[src/rtl/apb_pkg.sv]
// rtl/apb_pkg.sv - shared types and default widths for the APB master arbiter
//
// Purpose: FSM state encoding, default bus widths and the grant index type
//          used by apb_master_arb, its interface and the rr_arb2 arbiter.
// Ports:   none (package).
package apb_pkg;

  localparam int APB_ADDR_W = 8;
  localparam int APB_DATA_W = 8;

  typedef enum logic [1:0] {
    IDLE   = 2'b00,
    SETUP  = 2'b01,
    ACCESS = 2'b10
  } state_e;

  // 0 = requester 0 (e.g. CPU), 1 = requester 1 (e.g. DMA)
  typedef logic gidx_t;

endpackage

[src/rtl/apb_master_arb_if.sv]
// rtl/apb_master_arb_if.sv - requester and APB bus signal bundle
//
// Purpose: groups the two requester ports and the APB slave bus.
// Ports (signals):
//   req0/req1, wr0/wr1, addr0/addr1, wdata0/wdata1  requester inputs
//   done0/done1, rdata, err, tmo                    completion outputs
//   Paddr, Pwdata, Pwrite, Psel, Penable            APB master outputs
//   Prdata, Pready, Pslverr                         APB slave responses
// Modports: master = arbiter side, slave = requesters plus APB slave side.
interface apb_master_arb_if
  import apb_pkg::*;
#(
  parameter int ADDR_W = APB_ADDR_W,
  parameter int DATA_W = APB_DATA_W
);

  logic              req0;
  logic              req1;
  logic              wr0;
  logic              wr1;
  logic [ADDR_W-1:0] addr0;
  logic [ADDR_W-1:0] addr1;
  logic [DATA_W-1:0] wdata0;
  logic [DATA_W-1:0] wdata1;
  logic              done0;
  logic              done1;
  logic [DATA_W-1:0] rdata;
  logic              err;
  logic              tmo;
  logic [ADDR_W-1:0] Paddr;
  logic [DATA_W-1:0] Pwdata;
  logic              Pwrite;
  logic              Psel;
  logic              Penable;
  logic [DATA_W-1:0] Prdata;
  logic              Pready;
  logic              Pslverr;

  modport master (
    input  req0, req1, wr0, wr1, addr0, addr1, wdata0, wdata1,
    input  Prdata, Pready, Pslverr,
    output done0, done1, rdata, err, tmo,
    output Paddr, Pwdata, Pwrite, Psel, Penable
  );

  modport slave (
    output req0, req1, wr0, wr1, addr0, addr1, wdata0, wdata1,
    output Prdata, Pready, Pslverr,
    input  done0, done1, rdata, err, tmo,
    input  Paddr, Pwdata, Pwrite, Psel, Penable
  );

endinterface

[src/rtl/rr_arb2.sv]
// rtl/rr_arb2.sv - two-way round-robin arbiter
//
// Purpose: combinational grant from the request vector and the last grant;
//          last grant is updated only when the grant is accepted.
// Ports:
//   clk_i        clock
//   rst_ni       asynchronous active-low reset (last grant resets to 1)
//   req_i[1:0]   eligible requests
//   accept_i     grant taken this cycle
//   gnt_o        granted index
//   gnt_valid_o  at least one request present
module rr_arb2
  import apb_pkg::*;
(
  input  logic       clk_i,
  input  logic       rst_ni,
  input  logic [1:0] req_i,
  input  logic       accept_i,
  output gidx_t      gnt_o,
  output logic       gnt_valid_o
);

  gidx_t last_q;
  gidx_t last_d;

  always_comb begin
    // on contention favour the requester that did not win last time
    gnt_o       = (req_i == 2'b11) ? ~last_q : req_i[1];
    gnt_valid_o = |req_i;
    last_d      = accept_i ? gnt_o : last_q;
  end

  always_ff @(posedge clk_i or negedge rst_ni) begin
    if (!rst_ni) begin
      last_q <= 1'b1;
    end else begin
      last_q <= last_d;
    end
  end

endmodule

[src/rtl/apb_master_arb.sv]
// rtl/apb_master_arb.sv - two-requester APB master with round-robin arbitration
//
// Purpose: shares one APB slave bus between two requesters, runs the
//          SETUP/ACCESS sequence and aborts an ACCESS phase that waits
//          TIMEOUT cycles without Pready.
// Ports:
//   Pclk    APB clock, rising edge
//   Preset  asynchronous active-low reset
//   bus     apb_master_arb_if.master (requester ports and APB bus)
module apb_master_arb
  import apb_pkg::*;
#(
  parameter int ADDR_W  = APB_ADDR_W,
  parameter int DATA_W  = APB_DATA_W,
  parameter int TIMEOUT = 16
) (
  input  logic            Pclk,
  input  logic            Preset,
  apb_master_arb_if.master bus
);

  localparam int             CW      = $clog2(TIMEOUT);
  localparam logic [CW-1:0]  CNT_MAX = CW'(TIMEOUT - 1);
  localparam logic [1:0]     S_IDLE   = IDLE;
  localparam logic [1:0]     S_SETUP  = SETUP;
  localparam logic [1:0]     S_ACCESS = ACCESS;

  logic [1:0]        state_q, state_d;
  logic [CW-1:0]     cnt_q, cnt_d;
  gidx_t             gidx_q, gidx_d;
  logic [ADDR_W-1:0] paddr_q, paddr_d;
  logic [DATA_W-1:0] pwdata_q, pwdata_d;
  logic              pwrite_q, pwrite_d;
  logic              psel_q, psel_d;
  logic              penable_q, penable_d;
  logic [DATA_W-1:0] rdata_q, rdata_d;
  logic              done0_q, done0_d;
  logic              done1_q, done1_d;
  logic              err_q, err_d;
  logic              tmo_q, tmo_d;

  logic [1:0] elig;
  logic       accept;
  gidx_t      gnt;
  logic       gnt_valid;

  // a requester whose done is high this cycle still has req up; mask it so
  // the completed transfer is not granted a second time
  assign elig = {bus.req1 & ~done1_q, bus.req0 & ~done0_q};

  rr_arb2 u_arb (
    .clk_i       (Pclk),
    .rst_ni      (Preset),
    .req_i       (elig),
    .accept_i    (accept),
    .gnt_o       (gnt),
    .gnt_valid_o (gnt_valid)
  );

  always_comb begin
    state_d   = state_q;
    cnt_d     = cnt_q;
    gidx_d    = gidx_q;
    paddr_d   = paddr_q;
    pwdata_d  = pwdata_q;
    pwrite_d  = pwrite_q;
    psel_d    = psel_q;
    penable_d = penable_q;
    rdata_d   = rdata_q;
    done0_d   = 1'b0;
    done1_d   = 1'b0;
    err_d     = 1'b0;
    tmo_d     = 1'b0;
    accept    = 1'b0;
    case (state_q)
      S_IDLE: begin
        if (gnt_valid) begin
          accept    = 1'b1;
          gidx_d    = gnt;
          paddr_d   = gnt ? bus.addr1  : bus.addr0;
          pwdata_d  = gnt ? bus.wdata1 : bus.wdata0;
          pwrite_d  = gnt ? bus.wr1    : bus.wr0;
          psel_d    = 1'b1;
          penable_d = 1'b0;
          state_d   = S_SETUP;
        end
      end
      S_SETUP: begin
        penable_d = 1'b1;
        cnt_d     = '0;
        state_d   = S_ACCESS;
      end
      S_ACCESS: begin
        if (bus.Pready) begin
          psel_d    = 1'b0;
          penable_d = 1'b0;
          done0_d   = ~gidx_q;
          done1_d   = gidx_q;
          err_d     = bus.Pslverr;
          if (!pwrite_q) begin
            rdata_d = bus.Prdata;
          end
          state_d   = S_IDLE;
        end else if (cnt_q == CNT_MAX) begin
          // slave never answered: release the bus and report the abort
          psel_d    = 1'b0;
          penable_d = 1'b0;
          done0_d   = ~gidx_q;
          done1_d   = gidx_q;
          err_d     = 1'b1;
          tmo_d     = 1'b1;
          state_d   = S_IDLE;
        end else begin
          cnt_d = cnt_q + CW'(1);
        end
      end
      default: begin
        psel_d    = 1'b0;
        penable_d = 1'b0;
        state_d   = S_IDLE;
      end
    endcase
  end

  always_ff @(posedge Pclk or negedge Preset) begin
    if (!Preset) begin
      state_q   <= S_IDLE;
      cnt_q     <= '0;
      gidx_q    <= 1'b0;
      paddr_q   <= '0;
      pwdata_q  <= '0;
      pwrite_q  <= 1'b0;
      psel_q    <= 1'b0;
      penable_q <= 1'b0;
      rdata_q   <= '0;
      done0_q   <= 1'b0;
      done1_q   <= 1'b0;
      err_q     <= 1'b0;
      tmo_q     <= 1'b0;
    end else begin
      state_q   <= state_d;
      cnt_q     <= cnt_d;
      gidx_q    <= gidx_d;
      paddr_q   <= paddr_d;
      pwdata_q  <= pwdata_d;
      pwrite_q  <= pwrite_d;
      psel_q    <= psel_d;
      penable_q <= penable_d;
      rdata_q   <= rdata_d;
      done0_q   <= done0_d;
      done1_q   <= done1_d;
      err_q     <= err_d;
      tmo_q     <= tmo_d;
    end
  end

  assign bus.Paddr   = paddr_q;
  assign bus.Pwdata  = pwdata_q;
  assign bus.Pwrite  = pwrite_q;
  assign bus.Psel    = psel_q;
  assign bus.Penable = penable_q;
  assign bus.rdata   = rdata_q;
  assign bus.done0   = done0_q;
  assign bus.done1   = done1_q;
  assign bus.err     = err_q;
  assign bus.tmo     = tmo_q;

endmodule

[src/flat_wrapper.sv]
// flat-port wrapper written by rule: the top's interface ports become plain ports
module apb_master_arb_flat import apb_pkg::*;
#(
  parameter int ADDR_W  = APB_ADDR_W,
  parameter int DATA_W  = APB_DATA_W,
  parameter int TIMEOUT = 16
)
  (Pclk, Preset, bus_req0, bus_req1, bus_wr0, bus_wr1, bus_addr0, bus_addr1, bus_wdata0, bus_wdata1, bus_Prdata, bus_Pready, bus_Pslverr, bus_done0, bus_done1, bus_rdata, bus_err, bus_tmo, bus_Paddr, bus_Pwdata, bus_Pwrite, bus_Psel, bus_Penable);
  apb_master_arb_if #(.ADDR_W(ADDR_W), .DATA_W(DATA_W)) bus_i ();
  input  logic Pclk;
  input  logic Preset;
  input wire logic [$bits(bus_i.req0)-1:0] bus_req0;
  input wire logic [$bits(bus_i.req1)-1:0] bus_req1;
  input wire logic [$bits(bus_i.wr0)-1:0] bus_wr0;
  input wire logic [$bits(bus_i.wr1)-1:0] bus_wr1;
  input wire logic [$bits(bus_i.addr0)-1:0] bus_addr0;
  input wire logic [$bits(bus_i.addr1)-1:0] bus_addr1;
  input wire logic [$bits(bus_i.wdata0)-1:0] bus_wdata0;
  input wire logic [$bits(bus_i.wdata1)-1:0] bus_wdata1;
  input wire logic [$bits(bus_i.Prdata)-1:0] bus_Prdata;
  input wire logic [$bits(bus_i.Pready)-1:0] bus_Pready;
  input wire logic [$bits(bus_i.Pslverr)-1:0] bus_Pslverr;
  output wire logic [$bits(bus_i.done0)-1:0] bus_done0;
  output wire logic [$bits(bus_i.done1)-1:0] bus_done1;
  output wire logic [$bits(bus_i.rdata)-1:0] bus_rdata;
  output wire logic [$bits(bus_i.err)-1:0] bus_err;
  output wire logic [$bits(bus_i.tmo)-1:0] bus_tmo;
  output wire logic [$bits(bus_i.Paddr)-1:0] bus_Paddr;
  output wire logic [$bits(bus_i.Pwdata)-1:0] bus_Pwdata;
  output wire logic [$bits(bus_i.Pwrite)-1:0] bus_Pwrite;
  output wire logic [$bits(bus_i.Psel)-1:0] bus_Psel;
  output wire logic [$bits(bus_i.Penable)-1:0] bus_Penable;
  assign bus_i.req0 = bus_req0;
  assign bus_i.req1 = bus_req1;
  assign bus_i.wr0 = bus_wr0;
  assign bus_i.wr1 = bus_wr1;
  assign bus_i.addr0 = bus_addr0;
  assign bus_i.addr1 = bus_addr1;
  assign bus_i.wdata0 = bus_wdata0;
  assign bus_i.wdata1 = bus_wdata1;
  assign bus_i.Prdata = bus_Prdata;
  assign bus_i.Pready = bus_Pready;
  assign bus_i.Pslverr = bus_Pslverr;
  assign bus_done0 = bus_i.done0;
  assign bus_done1 = bus_i.done1;
  assign bus_rdata = bus_i.rdata;
  assign bus_err = bus_i.err;
  assign bus_tmo = bus_i.tmo;
  assign bus_Paddr = bus_i.Paddr;
  assign bus_Pwdata = bus_i.Pwdata;
  assign bus_Pwrite = bus_i.Pwrite;
  assign bus_Psel = bus_i.Psel;
  assign bus_Penable = bus_i.Penable;
  apb_master_arb #(.ADDR_W(ADDR_W), .DATA_W(DATA_W), .TIMEOUT(TIMEOUT)) u_core (.Pclk(Pclk), .Preset(Preset), .bus(bus_i));
endmodule
[config.mk]
export PLATFORM = sky130hd
export DESIGN_NAME = apb_master_arb_flat
export DESIGN_NICKNAME = d
export VERILOG_FILES = /design/src/rtl/apb_pkg.sv /design/src/rtl/apb_master_arb_if.sv /design/src/rtl/rr_arb2.sv /design/src/rtl/apb_master_arb.sv /design/src/flat_wrapper.sv
export SDC_FILE = /design/constraint.sdc
export NUM_CORES = 1
export LEC_CHECK = 0
export CORE_MARGIN = 2
export CORE_UTILIZATION = 30
export CTS_CLUSTER_DIAMETER = 60
export CTS_CLUSTER_SIZE = 40
export DETAILED_ROUTE_END_ITERATION = 8
export PLACE_DENSITY = 0.6
export SLEW_MARGIN = 40
export SYNTH_ARGS = -nofsm -noshare
export SYNTH_HDL_FRONTEND = slang
export SYNTH_SLANG_ARGS = --single-unit
[constraint.sdc]
create_clock -name Pclk -period 3 [get_ports Pclk]
set_clock_uncertainty 0.2 [all_clocks]
set_input_delay 0.45 -clock Pclk [delete_from_list [all_inputs] [get_ports Pclk]]
set_output_delay 0.45 -clock Pclk [all_outputs]
set_load 0.02 [all_outputs]
Yosys cells after proc, flatten, opt, wreduce, memory -nomap -nowiden
Cells that the tools add are included.
{"block": "op_classes", "addsub": 1, "n_eq_ne": 8, "n_mux": 30, "bitwise_logic": 8, "reduce_logical": 8}
{"op": "$mux W1", "n": 19}
{"op": "$mux W8", "n": 2}
{"op": "$reduce_and A3 Y1", "n": 3}
{"op": "$mux W4", "n": 2}
{"op": "$pmux W4 S2", "n": 1}
{"op": "$mux W2", "n": 3}
{"op": "$not A1 Y1", "n": 6}
{"op": "$pmux W1 S3", "n": 2}
{"op": "$pmux W2 S3", "n": 1}
{"op": "$add A4 B1 Y4 const B", "n": 1}
{"op": "$eq A2 B2 Y1 const B", "n": 2}
{"op": "$eq A4 B4 Y1 const B", "n": 1}
{"op": "$ne A2 B2 Y1 const B", "n": 2}
{"op": "$reduce_and A2 Y1", "n": 2}
{"op": "$ne A3 B2 Y1 const B", "n": 1}
{"op": "$and A1 B1 Y1", "n": 2}
{"op": "$eq A2 B1 Y1 const B", "n": 1}
{"op": "$logic_not A2 Y1", "n": 1}
{"op": "$ne A2 B1 Y1 const B", "n": 1}
{"op": "$reduce_bool A2 Y1", "n": 1}
{"op": "$reduce_or A2 Y1", "n": 1}
{"block": "totals", "reg_bits": 39, "in_bits": 48, "output_inout_bits": 31}

Depth between registers and ports, before layout
{"block": "depth", "ltp_word": 5, "ltp_mapped": 6, "ltp_nobuf": 5}

Cells and area by module
From an unflattened synthesis, not the netlist that was laid out.
{"block": "hier_totals", "cells_unflattened": 149, "hier_area_um2": 1727.9}
{"module": "apb_master_arb", "instances": 1, "cells_per_inst": 145, "area_each_um2": 1669.1}
{"module": "rr_arb2", "instances": 1, "cells_per_inst": 4, "area_each_um2": 58.8}

Worst setup path before layout
No wires, ideal clock.
{"block": "synth_timing", "path_kind": "register -> register", "start": "reg u_core.state_q[1]", "end": "reg u_core.rdata_q[0], in the netlist u_core.bus.rdata[0]", "arrival_time_ns": 1.355, "t_required_ns": 2.675, "slack_ns": 1.320, "stages_incl_launch_ff": 4, "n_path_buf": 0, "cell_sequence": "dfrtp_1 > nand2b_4 > nor3b_4 > mux2_2"}
{"block": "synth_via", "elab_chain_len": 2}
{"item": "from (decl)", "line_no": "apb_master_arb.sv:28", "rtl": "logic [1:0] state_q, state_d;"}
{"item": "from (signal assigned)", "line_no": "apb_master_arb.sv:141", "rtl": "state_q <= state_d;"}
{"item": "$eq A2 B2 Y1", "line_no": "apb_master_arb.sv:75", "rtl": "case (state_q)"}
{"item": "$reduce_and A3 Y1 (no line)"}
{"item": "to (signal assigned)", "line_no": "apb_master_arb.sv:149", "rtl": "rdata_q <= rdata_d;"}
{"item": "to (decl)", "line_no": "apb_master_arb.sv:36", "rtl": "logic [DATA_W-1:0] rdata_q, rdata_d;"}
Every way passes these cells.
A chain may end at the register's enable or synchronous reset.

==> results.txt <==
crit-path cells: clkdlybuf4s50_1
arrival time worst endpoint: 1470 ps
Hold Crit Class: register to register
WL final: 3.59 mm
CTS tree: built
Sink Count: 38
drt first pass iters: 2
number of global-route vias before repair: 1311
area grow syn2layout: 55.2%
GRT Total Usage: 0.123
first-pass GRT wire length: 5.85 mm
register area share after synthesis: 0.566
Max-cap violations: 0
Placed Cells: 293
worst-margin pin slew: 482 ps
Final Wtd Congestion: 0.738
wire per inst: 11.9 um
fin crit period: 2120 ps
# setup viols final: 0
storage element area: 952 um^2
Yosys warnings: 0
final net count: 278
Die ar.: 6220 um^2
final worst path period share: 0.707
slowest stage delay, CP: 670 ps
number of synthesized flops with an enable pin: 0
Worst EP required: 2350 ps
antenna cells: 0
total vias in the final route: 1330
fin. max-slew vios: 0
Post-synth ARST share: 1.00
Area after DPL: 2530 um^2
initial DRC count: 44
layout cells sized above 1: 0.118
clock buffer depth: 2
status: completed
routed vias/inst: 4.42
CP delay by family, top: buffers and inverters
LEAKAGE: 1.13 nW
share of the synthesized area in the top cell type: 0.550
cell taking the most area after synthesis: dfrtp_1
H-tree Lvls: 2
DRT antenna net count: 0
synth cell count leaders: dfrtp_1, nand2_1, mux2i_1, o21ai_0, mux2_2
starting density of the core: 0.307
Most used DFF post-synth: dfrtp_1
crit path max fanout: 8
unrepaired setup endpoints after global routing: false
Multi-input gate area: 676 um^2
Mapped Area: 1680 um^2
initial antenna violation count: 0
fmax: 0.472 GHz
# fillers: 533
Num CTS Buffers: 5
Setup TNS: 0 ps
Reg clk slew, reported paths: 70 ps
Crit Path Category: register to primary output
IO buf count: 78
die extent in x: 78.9 um
syn_area_per_cell: 11.5 um^2
Slowest-stage cell, CP: clkdlybuf4s50_1
drc violations: 0
Synth Net Count: 195
Die Height: 78.9 um
Skew-Pair Late Insertion Delay: 280 ps
Synth cell types: 30
Final Non-Filler Cells: 301
VDD IR-drop max: 0.000416 V
total grt overflow: 0
Critical path buffers and inverters: 1
Final Instance Area: 2610 um^2
Critical Path Source Type: register
Yosys reg bits: 38
Hold Vio Cnt, Final: 0
clk root buf: clkbuf_8
DP Wirelength: 2.59 mm
core area: 5470 um^2
largest net degree at the start of global routing: 39
cells taking the most area after synthesis: dfrtp_1, mux2i_1, mux2_2, nand2_1, o21ai_0
worst hold margin: 267 ps
Slew HR: 0.679
synthesized instance count: 146
dominant cell by count in the synthesized netlist: dfrtp_1
Rows: 27
Power Density: 901 nW/um^2
CP endpoint kind: primary output
# IOs: 79
placed cells by master (no fill, tap or decap):
| cell type | count |
|---|---|
| clkdlybuf4s50_1 | 77 |
| dfrtp_1 | 37 |
| nand2_1 | 24 |
| mux2i_1 | 17 |
| o21ai_0 | 13 |
| mux2_2 | 10 |
| nor2_1 | 7 |
| o21ai_1 | 5 |
| clkbuf_8 | 5 |
| inv_1 | 4 |
| nand3_1 | 4 |
| a21oi_1 | 3 |
| buf_4 | 3 |
| nor2b_1 | 2 |
| clkbuf_1 | 2 |
| a31o_2 | 1 |
| and3_1 | 1 |
| nand2b_4 | 1 |
| nor3b_4 | 1 |
| nor2b_2 | 1 |
| nor2b_4 | 1 |
| a21boi_2 | 1 |
| o21ai_2 | 1 |
| or2_2 | 1 |
| nor3_1 | 1 |
| xnor2_1 | 1 |
| a2bb2oi_1 | 1 |
| a211oi_1 | 1 |
| ha_1 | 1 |
| dlygate4sd3_1 | 1 |
| dfstp_2 | 1 |
cell type report:
type | count | share of cell area
Multi-Input combinational cell | 99 | 0.259
Inverter | 4 | 0.00575
Sequential cell | 38 | 0.364
Clock buffer | 7 | 0.0292
Timing Repair Buffer | 81 | 0.307
Tap cell | 72 | 0.0345
per-layer routing:
metal  vias up  global-route usage  wire, um
met5         -                   0         0
met4         0              0.0466        43
met3         5              0.0568       348
met2        58               0.203      1650
met1       602               0.139      1550
li1        665                   -         -
registers in the layout (all words and copies together), names as in the netlist:
register,flops
u_core.cnt_q,4
u_core.bus.rdata,8
u_core.bus.done1,1
u_core.state_q,2
u_core.bus.Pwrite,1
u_core.gidx_q,1
u_core.u_arb.last_q,1
u_core.bus.Pwdata,8
u_core.bus.tmo,1
u_core.bus.Paddr,8
u_core.bus.err,1
u_core.bus.done0,1
u_core.bus.Psel,1
path summary, 6_finish.rpt:
| check | from | to | slack (ps) | depth (start not counted) |
|---|---|---|---|---|
| min in group asynchronous | Preset | u_core.bus.rdata[5] | 480 | 2 |
| hold reg to reg | u_core.gidx_q | u_core.bus.done0 | 270 | 1 |
| setup / recovery | u_core.state_q[1] | bus_Penable | 880 | 1 |
| setup reg to reg | u_core.state_q[0] | u_core.bus.rdata[7] | 1220 | 3 |
| max in group asynchronous | Preset | u_core.u_arb.last_q | 1770 | 2 |
| hold / removal | u_core.gidx_q | u_core.bus.done0 | 270 | 1 |
repair_timing:
action,in CTS,in global routing
hold buffers,1,0
resized for setup,0,0
buffers inserted,0,0
endpoints found under the hold margin,37,0
power breakdown:
part           switching (mW)  leakage (nW)  internal (mW)
Combinational           0.565         0.616          0.582
Clock                   0.161        0.0383          0.160
Sequential              0.150         0.473          0.737
Total                   0.876          1.13           1.48
cell families after synthesis:
group,after synthesis,synth area share
compound gates,26,0.0892
simple gates,44,0.132
xor+xnor,1,0.00521
fa+ha+maj,1,0.00743
flops,38,0.566
mux,27,0.168
buf+inv,9,0.0327
metrics by stage:
| stage | setup WS [ps] | total power [mW] | utilization |
|---|---|---|---|
| final | 879 | 2.35 | 0.477 |
| after global routing | 808 | 2.53 | 0.477 |
| after CTS | 859 | 2.40 | 0.477 |
| after detailed placement | 783 | 2.06 | 0.462 |
| after global placement | 783 | 2.04 | 0.461 |
| after floorplan | 1320 | 1.52 | - |
Note: power is estimated with default switching activity, not from simulation.
